File: config.mk
export PLATFORM = sky130hd
export DESIGN_NAME = fir_mac_seq_flat
export DESIGN_NICKNAME = d
export VERILOG_FILES = /design/src/rtl/fir_mac_seq_if.sv /design/src/rtl/fir_mac_seq.sv /design/src/flat_wrapper.sv
export SDC_FILE = /design/constraint.sdc
export NUM_CORES = 1
export LEC_CHECK = 0
export ABC_AREA = 1
export CAP_MARGIN = 10
export CORE_UTILIZATION = 37
export DETAILED_ROUTE_END_ITERATION = 16
export SLEW_MARGIN = 25
export SYNTH_ARGS = -nofsm -noshare
export SYNTH_HDL_FRONTEND = slang
export SYNTH_SLANG_ARGS = --single-unit
File: constraint.sdc
create_clock -name clk -period 3.9 [get_ports clk]
set_input_delay 0.585 -clock clk [delete_from_list [all_inputs] [get_ports clk]]
set_output_delay 0.585 -clock clk [all_outputs]
set_load 0.01 [all_outputs]
File: src/rtl/fir_mac_seq_if.sv
// Sample/coefficient/result bundle between the FIR tap memories, the MAC
// sequencer (slave) and whatever supplies strobes and memory data (master).
`timescale 1ns/1ps
interface fir_mac_seq_if #(
  parameter int DATA_W = 16,
  parameter int ADDR_W = 6
);
  logic                     sample_strobe;
  logic signed [DATA_W-1:0] imem_data;
  logic signed [DATA_W-1:0] coef_data;
  logic [ADDR_W-1:0]        read_addr;
  logic                     busy;
  logic signed [DATA_W-1:0] y_out;
  logic                     y_valid;
  logic                     sample_overrun;

  modport master (
    output sample_strobe, imem_data, coef_data,
    input  read_addr, busy, y_out, y_valid, sample_overrun
  );

  modport slave (
    input  sample_strobe, imem_data, coef_data,
    output read_addr, busy, y_out, y_valid, sample_overrun
  );
endinterface

File: src/rtl/fir_mac_seq.sv
// FIR tap sequencer + MAC: one sweep of all taps per sample strobe, one output sample.
// Define FIR_MAC_SAT_EN to saturate the output instead of wrapping it.
`timescale 1ns/1ps
module fir_mac_seq #(
  parameter int DATA_W    = 16,
  parameter int TAPS      = 64,
  parameter int ACC_W     = 38,
  parameter int OUT_SHIFT = 15
) (
  input  logic          clk,
  input  logic          reset,
  fir_mac_seq_if.slave  bus
);
  localparam int AW     = $clog2(TAPS);
  localparam int PROD_W = 2 * DATA_W;
  localparam int S_W    = ACC_W - OUT_SHIFT;

  typedef enum logic [1:0] {S_IDLE, S_RUN, S_DRAIN, S_DONE} state_t;

  state_t                    r_state, w_state_nxt;
  logic [AW-1:0]             r_addr, w_addr_nxt;
  logic                      r_drain, w_drain_nxt;
  logic                      r_busy, w_busy_nxt;
  logic                      r_dv, r_pv;
  logic signed [PROD_W-1:0]  r_prod;
  logic signed [ACC_W-1:0]   r_acc;
  logic signed [DATA_W-1:0]  r_y;
  logic                      r_y_valid;
  logic                      r_overrun;
  logic                      w_start;
  logic signed [S_W-1:0]     w_s;
  logic signed [DATA_W-1:0]  w_y;

  assign w_start = (r_state == S_IDLE) && bus.sample_strobe;

  always_comb begin
    w_state_nxt = r_state;
    w_addr_nxt  = r_addr;
    w_drain_nxt = r_drain;
    case (r_state)
      S_IDLE: begin
        w_addr_nxt = '0;
        if (bus.sample_strobe) w_state_nxt = S_RUN;
      end
      S_RUN: begin
        if (r_addr == AW'(TAPS - 1)) begin
          w_state_nxt = S_DRAIN;
          w_addr_nxt  = '0;
          w_drain_nxt = 1'b0;
        end else begin
          w_addr_nxt = r_addr + AW'(1);
        end
      end
      S_DRAIN: begin
        w_addr_nxt = '0;
        if (r_drain) w_state_nxt = S_DONE;
        else         w_drain_nxt = 1'b1;
      end
      S_DONE: begin
        w_addr_nxt  = '0;
        w_state_nxt = S_IDLE;
      end
      default: w_state_nxt = S_IDLE;
    endcase
    // Busy covers the result cycle: the first IDLE cycle after DONE still reports busy.
    w_busy_nxt = (w_state_nxt != S_IDLE) || (r_state == S_DONE);
  end

  assign w_s = S_W'(r_acc >>> OUT_SHIFT);

`ifdef FIR_MAC_SAT_EN
  always_comb begin
    w_y = w_s[DATA_W-1:0];
    if (!((&w_s[S_W-1:DATA_W-1]) || !(|w_s[S_W-1:DATA_W-1])))
      w_y = w_s[S_W-1] ? {1'b1, {(DATA_W-1){1'b0}}} : {1'b0, {(DATA_W-1){1'b1}}};
  end
`else
  logic w_unused_s;
  assign w_unused_s = ^w_s[S_W-1:DATA_W];
  assign w_y        = w_s[DATA_W-1:0];
`endif

  always_ff @(posedge clk or negedge reset) begin
    if (!reset) begin
      r_state   <= S_IDLE;
      r_addr    <= '0;
      r_drain   <= 1'b0;
      r_busy    <= 1'b0;
      r_dv      <= 1'b0;
      r_pv      <= 1'b0;
      r_prod    <= '0;
      r_acc     <= '0;
      r_y       <= '0;
      r_y_valid <= 1'b0;
      r_overrun <= 1'b0;
    end else begin
      r_state <= w_state_nxt;
      r_addr  <= w_addr_nxt;
      r_drain <= w_drain_nxt;
      r_busy  <= w_busy_nxt;
      // Memory data lags the address by one cycle, the product by one more.
      r_dv    <= (r_state == S_RUN);
      r_pv    <= r_dv;
      r_prod  <= bus.imem_data * bus.coef_data;
      if (w_start)
        r_acc <= '0;
      else if (r_pv)
        r_acc <= r_acc + {{(ACC_W-PROD_W){r_prod[PROD_W-1]}}, r_prod};
      if (r_state == S_DONE) begin
        r_y       <= w_y;
        r_y_valid <= 1'b1;
      end else begin
        r_y_valid <= 1'b0;
      end
      if (bus.sample_strobe && (r_state != S_IDLE))
        r_overrun <= 1'b1;
    end
  end

  assign bus.read_addr      = r_addr;
  assign bus.busy           = r_busy;
  assign bus.y_out          = r_y;
  assign bus.y_valid        = r_y_valid;
  assign bus.sample_overrun = r_overrun;
endmodule

File: src/flat_wrapper.sv
// flat-port wrapper written by rule: the top's interface ports become plain ports
module fir_mac_seq_flat 
#(
  parameter int DATA_W    = 16,
  parameter int TAPS      = 64,
  parameter int ACC_W     = 38,
  parameter int OUT_SHIFT = 15
)
  (clk, reset, bus_sample_strobe, bus_imem_data, bus_coef_data, bus_read_addr, bus_busy, bus_y_out, bus_y_valid, bus_sample_overrun);
  fir_mac_seq_if #(.DATA_W(DATA_W), .ADDR_W(6)) bus_i ();
  input  logic clk;
  input  logic reset;
  input wire logic [$bits(bus_i.sample_strobe)-1:0] bus_sample_strobe;
  input wire logic [$bits(bus_i.imem_data)-1:0] bus_imem_data;
  input wire logic [$bits(bus_i.coef_data)-1:0] bus_coef_data;
  output wire logic [$bits(bus_i.read_addr)-1:0] bus_read_addr;
  output wire logic [$bits(bus_i.busy)-1:0] bus_busy;
  output wire logic [$bits(bus_i.y_out)-1:0] bus_y_out;
  output wire logic [$bits(bus_i.y_valid)-1:0] bus_y_valid;
  output wire logic [$bits(bus_i.sample_overrun)-1:0] bus_sample_overrun;
  assign bus_i.sample_strobe = bus_sample_strobe;
  assign bus_i.imem_data = bus_imem_data;
  assign bus_i.coef_data = bus_coef_data;
  assign bus_read_addr = bus_i.read_addr;
  assign bus_busy = bus_i.busy;
  assign bus_y_out = bus_i.y_out;
  assign bus_y_valid = bus_i.y_valid;
  assign bus_sample_overrun = bus_i.sample_overrun;
  fir_mac_seq #(.DATA_W(DATA_W), .TAPS(TAPS), .ACC_W(ACC_W), .OUT_SHIFT(OUT_SHIFT)) u_core (.clk(clk), .reset(reset), .bus(bus_i));
endmodule
### Word-level counts from Yosys, hierarchy flattened

Cells that the tools add are included.

| storage, ports and cells | value |
|---|---|
| register bits after elaboration | 100 |
| bits of input ports | 35 |
| word-level logic and storage cells | 40 |
| output and inout bits | 25 |

| operators by class | value |
|---|---|
| multipliers | 1 |
| reductions and logical operators | 10 |
| $add $sub $neg | 2 |
| equality and inequality tests | 5 |
| mux-type cells | 11 |

Operators with widths:

| operator | number |
|---|---|
| two-way mux 38 bit | 2 |
| adder 38 bit | 1 |
| multiplier 16 x 16 -> 32 bit | 1 |
| case mux 6 bit (2 select lines) | 1 |
| case mux 2 bit (4 select lines) | 1 |
| nonzero test 2 bit | 4 |
| adder 6 x 1 -> 6 bit, second input constant | 1 |
| equality test 6 bit, second input constant | 1 |
| two-way mux 2 bit | 3 |
| two-way mux 6 bit | 1 |
| equality test 2 bit, second input constant | 2 |
| OR reduction 3 bit | 1 |
| equality test 2 x 1 -> 1 bit, second input constant | 1 |
| logical AND 1 bit | 2 |
| zero test 2 bit | 1 |
| two-way mux 1 bit | 2 |
| inequality test 2 x 1 -> 1 bit, second input constant | 1 |
| case mux 1 bit (2 select lines) | 1 |
| AND reduction 2 bit | 1 |
| logical OR 1 bit | 1 |

### Logic depth before layout (Yosys ltp)

| logic depth | value |
|---|---|
| depth in word-level cells | 5 |
| mapped depth | 29 |
| mapped depth without buffers | 27 |

### Worst setup path before layout

No wires, ideal clock.

| path | value |
|---|---|
| path kind | input to register |
| start | input bus_coef_data[7] |
| end | register u_core.r_prod[30] |
| slack | -1.915 ns |
| data arrival time | 5.698 ns |
| path buffers | 2 |
| cell stages on the path | 23 |
| library setup time | 0.116 ns |
| data required time | 3.784 ns |
| cells stage by stage | clkbuf_1 -> clkbuf_1 -> nand2_1 -> fa_1 -> inv_1 -> fa_1 -> inv_1 -> fa_1 -> inv_1 -> fa_1 -> fa_1 -> inv_1 -> fa_1 -> inv_1 -> ha_1 -> a21oi_1 -> o21ai_0 -> a21oi_1 -> nand2_1 -> nor2_1 -> inv_1 -> nand2_1 -> nand2_1 |

| on the way | value |
|---|---|
| word-level cells in the longest chain between the ends | 1 |

Ends and longest elaborated chain:

| item | line | source |
|---|---|---|
| start, declared | flat_wrapper.sv:15 | `input wire logic [$bits(bus_i.coef_data)-1:0] bus_coef_data;` |
| multiplier 16 x 16 -> 32 bit | fir_mac_seq.sv:104 | `r_prod <= bus.imem_data * bus.coef_data;` |
| end signal, assigned | fir_mac_seq.sv:104 |  |
| end, declared | fir_mac_seq.sv:25 | `logic signed [PROD_W-1:0] r_prod;` |

No other way between the ends.
A chain may end at the register's enable or synchronous reset.

### Worst setup path in the final report

| path | value |
|---|---|
| start | input bus_imem_data[15] |
| end | register u_core.r_prod[24] |

| on the way | value |
|---|---|
| word-level cells in the longest chain between the ends | 1 |

Ends and longest elaborated chain:

| item | line | source |
|---|---|---|
| start, declared | flat_wrapper.sv:14 | `input wire logic [$bits(bus_i.imem_data)-1:0] bus_imem_data;` |
| multiplier 16 x 16 -> 32 bit | fir_mac_seq.sv:104 |  |

No other way between the ends.

==> results.py <==
metrics = {
    "outcome": {
        "status": "complete, but fails checks",
        "violations": "negative setup slack",
    },
    "timing": {
        "layout_min_cycle_time_ns": 5.19,
        "postLayoutSetupSlackWorst_ns": -1.29,
        "rsz0062_at_grt": "yes",
        "drv_slew": 0,
        "max_freq_ghz": 0.193,
        "min_period_over_period_pct": 133,
        "fin_skew_ns": 0.0112,
        "timing.hold.ws_ns": 0.272,
        "slew_headroom_pct": 49.9,
        "setup_viol": 24,
        "hold_viol": 0,
        "tightest_slew_ns": 0.751,
    },
    "routing": {
        "post_drt_wl_per_cell_um": 15.7,
        "drc": 0,
        "vias": 13900,
        "drtIter0Drc": 725,
        "drt-total-wl_um": 45900,
        "dr.pass1.iters": 5,
        "viasPerCell": 4.75,
        "ant_nets": 0,
    },
    "clocking": {
        "cts_tree": "yes",
        "cts.htree.levels": 3,
        "clk_pin_slew_ns": 0.07,
        "cts-root-buf": "clkbuf_16",
        "clock_sinks": 92,
        "clock_path_buffers": 2,
        "cts_buffers": 9,
        "cts-hold-fix-buffers": 0,
        "clock_latency_ns": 0.36,
    },
    "yosys": {
        "synth-seq-cells": 92,
        "ys_seq_area_share_pct": 14.7,
        "ys.flop_type": "dfrtp_1",
        "netlist_area_mm2": 0.0157,
        "syn-instance-count": 2111,
        "synthDistinctLibCells": 36,
        "synth_area_leaders": "fa_1, nand2_1, dfrtp_1",
        "ys_warn_count": 0,
        "async_flop_share_pct": 100,
        "yosysMostFrequentCell": "nand2_1",
        "syn_nets": 2514,
        "synth_edf_count": 0,
        "ys_top_cells_by_count": "nand2_1, inv_1, fa_1",
        "postSynthAreaPerCell_um2": 7.44,
        "yosysTopAreaCell": "fa_1",
        "synth_top_area_share_pct": 32.8,
    },
    "global_routing": {
        "grt_max_degree": 83,
        "grt_pass1_wl_um": 76800,
        "grt_overflow": 0,
        "grt_usage_pct": 22.3,
        "first_global_vias": 15300,
        "antenna_found_initial": 0,
    },
    "critical_path": {
        "crit_required_ns": 4.19,
        "setup.worst_path.start_class": "input pin",
        "cp-end-kind": "flop",
        "crit_arrival_ns": 5.47,
        "worst_r2r_path_depth": 13,
        "crit_type": "in -> reg",
        "crit_fanout": 8,
    },
    "floorplan": {
        "io_pins": 60,
        "design.die.area_mm2": 0.0433,
        "core_mm2": 0.0419,
        "initial_core_util_pct": 37.5,
        "die_w_um": 208,
        "fp-row-count": 75,
        "die_h_um": 208,
    },
    "final_layout": {
        "antenna_cells": 0,
        "nets": 2778,
        "drive_gt1_share_pct": 29.4,
        "area_growth_pct": 37.1,
        "finalNonFillerCells": 2919,
    },
    "placed_design": {
        "post-place-ws_ns": -2.14,
        "dp_cells": 2808,
        "gp_congestion": 0.898,
        "hpwl_um": 35800,
        "io_buffers": 59,
    },
    "job": {
        "cap_violations": 0,
    },
    "worst_hold_path": {
        "min_path_type": "in -> async",
    },
}
[logic make-up (layout without fill, tap and decap cells)]
family                     after synthesis  count (layout)  share of synthesized area [%]
adders and majority gates              368             368                           41.6
DFF                                     92              92                           14.7
buffers and inverters                  613             882                           14.7
AOI/OAI and AO/OA                      120             120                           4.12
xor gates and xnor gates                31              31                           1.73
and+or+nand+nor                        887             887                           23.2
[layout make-up]
cell class / count / area [µm²]
multi-input combinational: 1406 / 12700
inverter: 547 / 2080
tap: 539 / 674
timing repair buffer: 319 / 3450
sequential: 92 / 2300
fill: 3858 / 20300
clock buffer: 9 / 225
clock inverter: 7 / 78.8
[sequential cells by signal, indices dropped and copies added, names as in the netlist, 2 cells and up]
name / flops
u_core.r_acc: 31
u_core.r_prod: 31
u_core.r_state: 2
u_core.bus.y_out: 16
u_core.bus.read_addr: 6
[worst max-delay path: stages]
cell and delay (ns):
buf_12 0.12, nand2_4 0.06, inv_2 0.04, fa_2 0.60, buf_6 0.11, buf_4 0.12
fa_2 0.45, fa_2 0.61, fa_2 0.45, fa_1 0.53, inv_2 0.04, fa_1 0.51
inv_2 0.05, ha_4 0.30, nand2_4 0.07, buf_4 0.14, nor2_4 0.15, nand4_1 0.11
or2_1 0.25, nand3_1 0.07, nand2_1 0.05, nand2_1 0.05
[layer usage]
| layer | part of all wire, % | track usage (%) |
|---|---|---|
| met1 | 42 | 28.4 |
| met2 | 50 | 40.1 |
| met3 | 5.0 | 2.22 |
| met4 | 2.6 | 5.98 |
| met5 | 0 | 0 |
[worst paths after layout]
path                       slack (ns)                      end         startpoint
min in group clk                 0.35              u_core.r_pv        u_core.r_dv
hold / removal                   0.27  u_core.bus.read_addr[4]              reset
max in group asynchronous        2.95        u_core.r_prod[19]              reset
setup reg to reg                 1.72         u_core.r_acc[24]    u_core.r_acc[0]
setup / recovery                -1.29        u_core.r_prod[24]  bus_imem_data[15]
hold reg to reg                  0.35              u_core.r_pv        u_core.r_dv
[cell usage in the layout, fill, tap and decap left out, types with 10 or more instances in the layout]
master	n
a21oi_1	35
a21oi_2	15
a21oi_4	17
buf_12	26
buf_16	10
buf_4	156
buf_6	80
clkdlybuf4s50_1	27
dfrtp_1	92
fa_1	210
fa_2	47
ha_1	80
ha_4	27
inv_1	453
inv_2	86
nand2_1	565
nand2_2	62
nand2_4	33
nand3_1	61
nand3_2	16
nand4_1	18
nor2_1	61
nor2_2	10
nor2_4	23
o21ai_0	17
o21ai_1	11
xor2_1	14
[through the flow]
step / instance area, µm² / TNS, ns / utilization, %
after global routing: 21500 / -28.46 / 51.4
after global placement: 18800 / -46.72 / 45.0
after detailed placement: 18800 / -47.49 / 45.0
final: 21500 / -25.18 / 51.4
after floorplan: 16700 / -25.78 / -
after CTS: 20900 / -25.52 / 50.0
[repair_timing]
action,in CTS,in global routing
gates cloned,15,0
buffers inserted,68,20
pin swaps,232,164
gates resized for setup,405,190
endpoints found under the setup margin,26,25
Power is left out: the tool's default activity adds up to more than one toggle a clock period on the data nets, which glitch-free logic cannot reach.
